--- config.mk ---
export PLATFORM = sky130hd
export DESIGN_NAME = da1spi_flat
export DESIGN_NICKNAME = d
export VERILOG_FILES = /design/src/rtl/da1_pkg.sv /design/src/rtl/da1spi_if.sv /design/src/rtl/da1_sckdiv.sv /design/src/rtl/da1spi.sv /design/src/flat_wrapper.sv
export SDC_FILE = /design/constraint.sdc
export NUM_CORES = 1
export LEC_CHECK = 0
export BUFFER_PORTS_ARGS = -buffer_cell sky130_fd_sc_hd__clkbuf_2
export CAP_MARGIN = 15
export CORE_MARGIN = 4
export CORE_UTILIZATION = 45
export CTS_CLUSTER_SIZE = 40
export DETAILED_ROUTE_END_ITERATION = 10
export GPL_ROUTABILITY_DRIVEN = 0
export PLACE_DENSITY_LB_ADDON = 0.05
export SETUP_SLACK_MARGIN = 0.4
export SLEW_MARGIN = 0
export SYNTH_ARGS = -nofsm -noshare
export SYNTH_HDL_FRONTEND = slang
export SYNTH_SLANG_ARGS = --single-unit
--- constraint.sdc ---
create_clock -name dacclk -period 1.85 [get_ports dacclk]
set_input_delay 0.37 -clock dacclk [delete_from_list [all_inputs] [get_ports dacclk]]
set_output_delay 0.37 -clock dacclk [all_outputs]
set_load 0.005 [all_outputs]
--- src/rtl/da1_pkg.sv ---
// da1_pkg: shared constants for the PmodDA1 (AD7303) serial transmitter.
// Build option: define DA1_DUALCH_EN to send channel A then channel B per handshake.
package da1_pkg;

    localparam int FRAME_W  = 16;
    localparam int CMD_AB   = 2;
    localparam int CMD_LDAC = 5;

    localparam logic [7:0] CMD_DEFAULT = 8'd19;

    typedef logic [2:0] da1_state_t;

    localparam logic [2:0] ST_IDLE  = 3'd0;
    localparam logic [2:0] ST_SHIFT = 3'd1;
    localparam logic [2:0] ST_DONE  = 3'd2;
    localparam logic [2:0] ST_GAP   = 3'd3;
`ifdef DA1_DUALCH_EN
    localparam logic [2:0] ST_SHIFT2 = 3'd4;
`endif

    // Force the A/B select and LDAC bits: both clear for channel A (held in
    // the input register), both set for channel B (which also updates both outputs).
    function automatic logic [7:0] cmd_chan(input logic [7:0] cmd, input logic second);
        logic [7:0] r;
        r           = cmd;
        r[CMD_AB]   = second;
        r[CMD_LDAC] = second;
        return r;
    endfunction

endpackage

--- src/rtl/da1spi_if.sv ---
// da1spi_if: four-phase handshake between the pattern generator and da1spi.
// Build option: DA1_DUALCH_EN adds the channel-B data byte dacdatb.
interface da1spi_if;

    logic       dacdav;
    logic [7:0] daccmd;
    logic [7:0] dacdata;
`ifdef DA1_DUALCH_EN
    logic [7:0] dacdatb;
`endif
    logic       davdac;

`ifdef DA1_DUALCH_EN
    modport master (output dacdav, daccmd, dacdata, dacdatb, input davdac);
    modport slave  (input dacdav, daccmd, dacdata, dacdatb, output davdac);
`else
    modport master (output dacdav, daccmd, dacdata, input davdac);
    modport slave  (input dacdav, daccmd, dacdata, output davdac);
`endif

endinterface

--- src/rtl/da1_sckdiv.sv ---
// da1_sckdiv: phase timer for dacsck. Emits a one-cycle strobe at the end of
// every CLKDIV-cycle phase while enabled; parked at zero when disabled so each
// frame starts with a full-length first phase.
module da1_sckdiv #(
    parameter int CLKDIV = 1
) (
    input  logic dacclk,
    input  logic dacrstn,
    input  logic en,
    output logic stb
);

    localparam int CW = (CLKDIV > 1) ? $clog2(CLKDIV) : 1;
    localparam logic [CW-1:0] LAST = CW'(CLKDIV - 1);

    logic [CW-1:0] cnt;

    assign stb = en && (cnt == LAST);

    // Count cycles within the current dacsck phase; restart on each strobe.
    always_ff @(posedge dacclk or negedge dacrstn) begin
        if (!dacrstn) begin
            cnt <= '0;
        end else if (!en || stb) begin
            cnt <= '0;
        end else begin
            cnt <= cnt + 1'b1;
        end
    end

endmodule

--- src/rtl/da1spi.sv ---
// da1spi: AD7303 serial transmitter. Latches {cmd,data} on a dacdav handshake,
// shifts the 16-bit frame MSB-first on dacout/dacsck under dacsync, then
// acknowledges with davdac and enforces a SYNC_GAP idle gap between frames.
// Build option: DA1_DUALCH_EN sends channel A then channel B before the acknowledge.
module da1spi
    import da1_pkg::*;
#(
    parameter int CLKDIV   = 1,
    parameter int SYNC_GAP = 2
) (
    input  logic     dacclk,
    input  logic     dacrstn,
    da1spi_if.slave  bus,
    output logic     dacout,
    output logic     dacsck,
    output logic     dacsync
);

    localparam int GW = (SYNC_GAP > 1) ? $clog2(SYNC_GAP) : 1;
    localparam logic [GW-1:0] GAP_LAST = GW'(SYNC_GAP - 1);

    da1_state_t         state;
    logic [FRAME_W-1:0] sreg;
    logic [3:0]         bitcnt;
    logic [GW-1:0]      gapcnt;
    logic               davdac_q;
    logic               shifting;
    logic               ph_stb;
`ifdef DA1_DUALCH_EN
    logic               second_q;
    logic [FRAME_W-1:0] f2_q;
`endif

    // dacout is the MSB flop of the shift register, so it only moves when the
    // register shifts, which happens at the start of a low phase.
    assign dacout     = sreg[FRAME_W-1];
    assign bus.davdac = davdac_q;

`ifdef DA1_DUALCH_EN
    assign shifting = (state == ST_SHIFT) || (state == ST_SHIFT2);
`else
    assign shifting = (state == ST_SHIFT);
`endif

    da1_sckdiv #(.CLKDIV(CLKDIV)) u_sckdiv (
        .dacclk  (dacclk),
        .dacrstn (dacrstn),
        .en      (shifting),
        .stb     (ph_stb)
    );

    // Frame sequencer: handshake capture, bit shifting, acknowledge and sync gap.
    always_ff @(posedge dacclk or negedge dacrstn) begin
        if (!dacrstn) begin
            state    <= ST_IDLE;
            sreg     <= '0;
            bitcnt   <= '0;
            gapcnt   <= '0;
            davdac_q <= 1'b0;
            dacsck   <= 1'b1;
            dacsync  <= 1'b1;
`ifdef DA1_DUALCH_EN
            second_q <= 1'b0;
            f2_q     <= '0;
`endif
        end else begin
            case (state)
                ST_IDLE: begin
`ifdef DA1_DUALCH_EN
                    if (second_q) begin
                        second_q <= 1'b0;
                        sreg     <= f2_q;
                        bitcnt   <= 4'd15;
                        dacsck   <= 1'b0;
                        dacsync  <= 1'b0;
                        state    <= ST_SHIFT2;
                    end else if (bus.dacdav) begin
                        sreg     <= {cmd_chan(bus.daccmd, 1'b0), bus.dacdata};
                        f2_q     <= {cmd_chan(bus.daccmd, 1'b1), bus.dacdatb};
                        bitcnt   <= 4'd15;
                        dacsck   <= 1'b0;
                        dacsync  <= 1'b0;
                        state    <= ST_SHIFT;
                    end
`else
                    if (bus.dacdav) begin
                        sreg     <= {bus.daccmd, bus.dacdata};
                        bitcnt   <= 4'd15;
                        dacsck   <= 1'b0;
                        dacsync  <= 1'b0;
                        state    <= ST_SHIFT;
                    end
`endif
                end

`ifdef DA1_DUALCH_EN
                ST_SHIFT, ST_SHIFT2: begin
`else
                ST_SHIFT: begin
`endif
                    if (ph_stb) begin
                        if (!dacsck) begin
                            dacsck <= 1'b1;
                        end else begin
                            sreg <= {sreg[FRAME_W-2:0], 1'b0};
                            if (bitcnt == 4'd0) begin
                                dacsync <= 1'b1;
`ifdef DA1_DUALCH_EN
                                if (state == ST_SHIFT) begin
                                    second_q <= 1'b1;
                                    gapcnt   <= '0;
                                    state    <= ST_GAP;
                                end else begin
                                    davdac_q <= 1'b1;
                                    state    <= ST_DONE;
                                end
`else
                                davdac_q <= 1'b1;
                                state    <= ST_DONE;
`endif
                            end else begin
                                bitcnt <= bitcnt - 4'd1;
                                dacsck <= 1'b0;
                            end
                        end
                    end
                end

                ST_DONE: begin
                    if (!bus.dacdav) begin
                        davdac_q <= 1'b0;
                        gapcnt   <= '0;
                        state    <= ST_GAP;
                    end
                end

                ST_GAP: begin
                    if (gapcnt == GAP_LAST) begin
                        state <= ST_IDLE;
                    end else begin
                        gapcnt <= gapcnt + 1'b1;
                    end
                end

                default: begin
                    state <= ST_IDLE;
                end
            endcase
        end
    end

endmodule

--- src/flat_wrapper.sv ---
// flat-port wrapper written by rule: the top's interface ports become plain ports
module da1spi_flat import da1_pkg::*;
#(
    parameter int CLKDIV   = 1,
    parameter int SYNC_GAP = 2
)
  (dacclk, dacrstn, dacout, dacsck, dacsync, bus_dacdav, bus_daccmd, bus_dacdata, bus_davdac);
  da1spi_if bus_i ();
  input  logic dacclk;
  input  logic dacrstn;
  output logic dacout;
  output logic dacsck;
  output logic dacsync;
  input wire logic [$bits(bus_i.dacdav)-1:0] bus_dacdav;
  input wire logic [$bits(bus_i.daccmd)-1:0] bus_daccmd;
  input wire logic [$bits(bus_i.dacdata)-1:0] bus_dacdata;
  output wire logic [$bits(bus_i.davdac)-1:0] bus_davdac;
  assign bus_i.dacdav = bus_dacdav;
  assign bus_i.daccmd = bus_daccmd;
  assign bus_i.dacdata = bus_dacdata;
  assign bus_davdac = bus_i.davdac;
  da1spi #(.CLKDIV(CLKDIV), .SYNC_GAP(SYNC_GAP)) u_core (.dacclk(dacclk), .dacrstn(dacrstn), .bus(bus_i), .dacout(dacout), .dacsck(dacsck), .dacsync(dacsync));
endmodule
# Word level (Yosys, flattened, before mapping)
# Cells that the tools add are included.
[word_totals] elab_cells=67 regBits=28 inputBits=19
[op_classes] n_bitwise=1 n_reduce_logical=15 muxes=30 n_eq_ne=10 addsub=3
[ops] op="16-bit 2-to-1 mux" count=3
[ops] op="16-bit one-hot mux with 2 select lines" count=1
[ops] op="3-bit 2-to-1 mux" count=6
[ops] op="4-bit 2-to-1 mux" count=4
[ops] op="5-bit AND reduction" count=3
[ops] op="3-bit one-hot mux with 4 select lines" count=1
[ops] op="1-bit 2-to-1 mux" count=10
[ops] op="2-bit by 1-bit != test with 1-bit output (second input constant)" count=4
[ops] op="1-bit one-hot mux with 2 select lines" count=4
[ops] op="4-bit one-hot mux with 2 select lines" count=1
[ops] op="3-bit by 2-bit equality test with 1-bit output (second input constant)" count=2
[ops] op="2-bit != test (second input constant)" count=3
[ops] op="6-bit AND reduction" count=1
[ops] op="2-bit nonzero test" count=3
[ops] op="4-bit logical NOT" count=1
[ops] op="4-bit AND reduction" count=1
[ops] op="4-bit by 1-bit subtractor with 4-bit output (second input constant)" count=1
[ops] op="3-bit by 1-bit equality test with 1-bit output (second input constant)" count=1
[ops] op="3-bit logical NOT" count=1
[ops] op="3-bit AND reduction" count=1
[ops] op="1-bit adder (second input constant)" count=2
[ops] op="2-bit AND reduction" count=1
[ops] op="1-bit logical AND" count=1
[ops] op="1-bit logical NOT" count=1
[ops] op="other kinds (2)" count=2

# Logic depth before layout (Yosys ltp)
[depth] depth_word=5 depth_mapped=8 ltp_nobuf=6

# Cells and area by module
# A second synthesis with hierarchy kept.
[unflattened] cells_unflattened=143 hier_area_um2=1470.2
[by_module_without_submodules] module="da1spi" cells_per_inst=140 area_per_inst_um2=1427.6 instances=1
[by_module_without_submodules] module="da1_sckdiv" cells_per_inst=3 area_per_inst_um2=42.5 instances=1

# Worst setup path after synthesis
# OpenSTA, ideal clock, no wires.
[synth_timing] kind="reg-to-reg" startpoint="register u_core.state[1]" endpoint="register u_core.state[1]" path_stages_with_launch=8 setup_time_ns=0.125 arrival_time_ns=1.651 path_slack_ns=0.074 required_ns=1.725 n_path_buf=1 path_cell_list="dfrtp_1 -> inv_1 -> ha_1 -> buf_4 -> or2b_2 -> o211ai_2 -> a211oi_4 -> mux2_4"
[synth_via] elab_chain_cells=4
[synth_rtl] element="from (decl)" line_no="da1spi.sv:22" text="da1_state_t state;"
[synth_rtl] element="from (signal assigned)" line_no="da1spi.sv:55" text="state <= ST_IDLE;"
[synth_rtl] element="from (signal assigned)" line_no="da1spi.sv:91" text="state <= ST_SHIFT;"
[synth_rtl] element="from (signal assigned)" line_no="da1spi.sv:119" text="state <= ST_DONE;"
[synth_rtl] element="3-bit by 1-bit equality test with 1-bit output *" line_no="da1spi.sv:42" text="assign shifting = (state == ST_SHIFT);"
[synth_rtl] element="named net u_core.shifting" line_no="da1spi.sv:27" text="logic shifting;"
[synth_rtl] element="1-bit logical AND" line_no="da1_sckdiv.sv:18" text="assign stb = en && (cnt == LAST);"
[synth_rtl] element="2-bit by 1-bit != test with 1-bit output (no line)"
[synth_rtl] element="6-bit AND reduction (no line)"
# Mark *: on every way through the listed nets, which the timed path passes. The rest lies on a longest branch.
# A chain may end at the register's enable or synchronous reset.

# Worst setup path after layout
[layout_timing] startpoint="register u_core.state[0]" endpoint="register u_core.bitcnt[1]"
[layout_via] elab_chain_cells=4
[layout_rtl] element="3-bit by 1-bit equality test with 1-bit output" line_no="da1spi.sv:42, da1spi.sv:67"
[layout_rtl] element="1-bit logical AND" line_no="da1_sckdiv.sv:18"
[layout_rtl] element="2-bit by 1-bit != test with 1-bit output (no line)"
[layout_rtl] element="5-bit AND reduction (no line)"
[layout_rtl] element="to (signal assigned)" line_no="da1spi.sv:122" text="bitcnt <= bitcnt - 4'd1;"
[layout_rtl] element="to (decl)" line_no="da1spi.sv:24" text="logic [3:0] bitcnt;"
# Several ways; a longest one is shown, not always the timed one.

==> results.ini <==
[run_status]
status=completed

[detailed_routing]
ant_nets=0
num_vias=1209
drt_first_pass_iters=4
finalWirelength_mm=3.502
initialDrtViolationCount=93
wl_per_cell_um=15.50
drc=0
viasPerCell=5.350

[clocking]
numClockSinks=27
clk_pin_slew_worst_paths_ns=0.14
postCtsHoldBufs=0
cts_tree=done
clockRootBuffer=clkbuf_4
cts_max_level=1
clk-insertion-delay-late_ns=0.32
clock_path_buffers=2
numCtsBuffers=3

[logic_synthesis]
syn-cell-area_um2=1470
yosysWarnings=0
ys_async_sr_fraction_pct=100.0
yosysUniqueCellTypes=38
synth_flop_cell=dfrtp_1
synth_nets=163
synth_seq_cells=27
syn_inst=137
synth_edf_count=0
avgSynthCellArea_um2=10.73
ys_seq_area_share_pct=46.13

[cells_and_area]
layout.nets=209
utilization_pct=68.62
seqCellArea_um2=679.4
multi_input_area_um2=957.2
drive_above_1_share_pct=58.24
syn2layout_area_growth_pct=43.66
fill_cells=230
diodes=0

[timing]
rsz0062_at_grt=true
finalHoldViolations=0
setup_tns_ns=0
setup_viol=0
drv_slew=0
max_freq_mhz=587.4
period_share_pct=92.03
tightest_slew_ns=0.6854
fin_skew_ns=0.002496
min_period_ns=1.703
relSlewSlack_pct=54.31

[critical_path]
critPathKind=flip-flop to flip-flop
start_kind=flip-flop
cp_slowest_cell=dfrtp_2
worst_path_largest_cell_delay_ns=0.45
crit_start=u_core.state[0]
worst-path-stages=6
reg2reg_depth=6
path_cells=inv_2 -> ha_4 -> or2b_4 -> o2111ai_4 -> a21oi_4 -> mux2_4
worstPathArrival_ns=1.93
required_ns=2.08
endpoint=u_core.bitcnt[1]
r2r_slack_ns=0.15
crit-reg2reg-launch=u_core.state[0]
r2r-end=u_core.bitcnt[1]
path_delay_family=flip-flops
critPathMaxFanout=4
cp_num_buf_inv=1
critPathCaptureType=flip-flop

[floorplanning]
rows=20
pin_count=23
die_y_um=65.16
dieArea_um2=4245
fp.coreArea_um2=3078
die_w_um=65.16
initial_core_util_pct=47.76

[pwr]
power.density_nw_per_um2=1916
p_leak_uw=0.0008895
vdd_drop_max_v=0.001094

[grt]
grt_usage_pct=16.59
grt_start_max_net_pins=33
antenna_found_initial=0
grt_pass1_wl_mm=5.430
grt_pass1_vias=1176
grt_overflow=0

[place]
portBuffers=22
place_hpwl_mm=2.077

[run]
cap_violations=0

[worst_hold_path]
min_path_type=primary input to async pin

-- placed cells by master, fill, tap and decap left out, types with 3 or more instances in the layout --
cell / count
nor2_4: 12
clkbuf_2: 22
a21oi_1: 3
a21oi_2: 15
buf_6: 3
ha_4: 3
clkbuf_4: 3
nor2_2: 3
dfrtp_1: 24
inv_2: 3
mux2i_1: 18
inv_1: 7
ha_1: 3
buf_4: 19
-- synthesized netlist by cell type, types with 2 or more instances --
| cell | instances | share of area, % |
|---|---|---|
| mux2i_1 | 18 | 12 |
| a41oi_1 | 2 | 1.2 |
| ha_1 | 7 | 6.0 |
| buf_4 | 3 | 1.5 |
| nand2_1 | 2 | 0.51 |
| inv_1 | 10 | 2.6 |
| o21ai_0 | 3 | 1.0 |
| nor2_1 | 17 | 4.3 |
| a21oi_1 | 18 | 6.1 |
| buf_2 | 2 | 0.68 |
| dfstp_2 | 2 | 3.6 |
| dfrtp_1 | 25 | 43 |
| nand3_1 | 3 | 1.0 |
-- layout make-up --
class                      count  area share [%]
clock buffer                   4           1.244
inverter                      10           1.777
multi-input combinational     94           45.32
sequential                    27           32.17
tap                           44           2.607
timing repair buffer          47           16.88
-- timing repair --
| item | 4_1_cts | 5_1_grt |
|---|---|---|
| endpoints found under the hold margin | 0 | 0 |
| pin swaps | 6 | 7 |
| setup endpoints to repair | 26 | 25 |
| buffers inserted | 11 | 3 |
| resized for setup | 7 | 52 |
| cloned | 0 | 3 |
-- report_power, final --
group	internal (µW)	switching, µW	total, µW
clock network	84.4	174	258
registers	869	262	1130
logic	1370	1290	2660
total	2320	1730	4050
-- flip-flops by register name (all words and copies together), names as in the netlist --
name,flops
u_core.bitcnt,4
u_core.state,2
u_core.dacsck,1
u_core.dacsync,1
u_core.sreg,16
u_core.gapcnt,1
u_core.bus.davdac,1
u_core.u_sckdiv.cnt,1
-- stage by stage --
stage	setup slack [ns]	hold WS (ns)	instance area [µm²]	power, µW	std cells
after detailed placement	0.06565	0.4496	1690	2636	205
after CTS	0.1377	0.07274	1822	3140	220
after floorplan	0.1367	0.07441	1493	2258	137
after global routing	0.09903	0.09211	2112	4341	226
final	0.1475	0.05464	2112	4047	226
after global placement	0.1401	0.4403	1690	2568	205
-- how the worst min path moves through the flow --
stage,startpoint,endpoint,cells past startpoint
final,dacrstn,u_core.gapcnt,1
after floorplan,dacrstn,u_core.bitcnt[0],0
after CTS,dacrstn,u_core.gapcnt,1
after global routing,dacrstn,u_core.gapcnt,1
after detailed placement,dacrstn,u_core.gapcnt,1
after global placement,dacrstn,u_core.bus.davdac,1
-- cell families after synthesis --
group	after synthesis	synth area share [%]
adders and majority gates	7	5.957
DFF	27	46.13
muxes	20	14.04
buffers and inverters	16	5.021
AOI/OAI and AO/OA	37	18.13
other	1	0.2551
and+or+nand+nor	29	10.47
-- layer usage --
metal	wire, µm	track usage [%]	vias up	share of wire, %
met5	0	0	-	0
met4	34	5.959	0	0.97
met3	120	2.735	4	3.4
met2	1862	28.61	27	53
met1	1485	20.97	600	42
li1	-	-	578	-
Note: power is estimated with default switching activity, not from simulation.
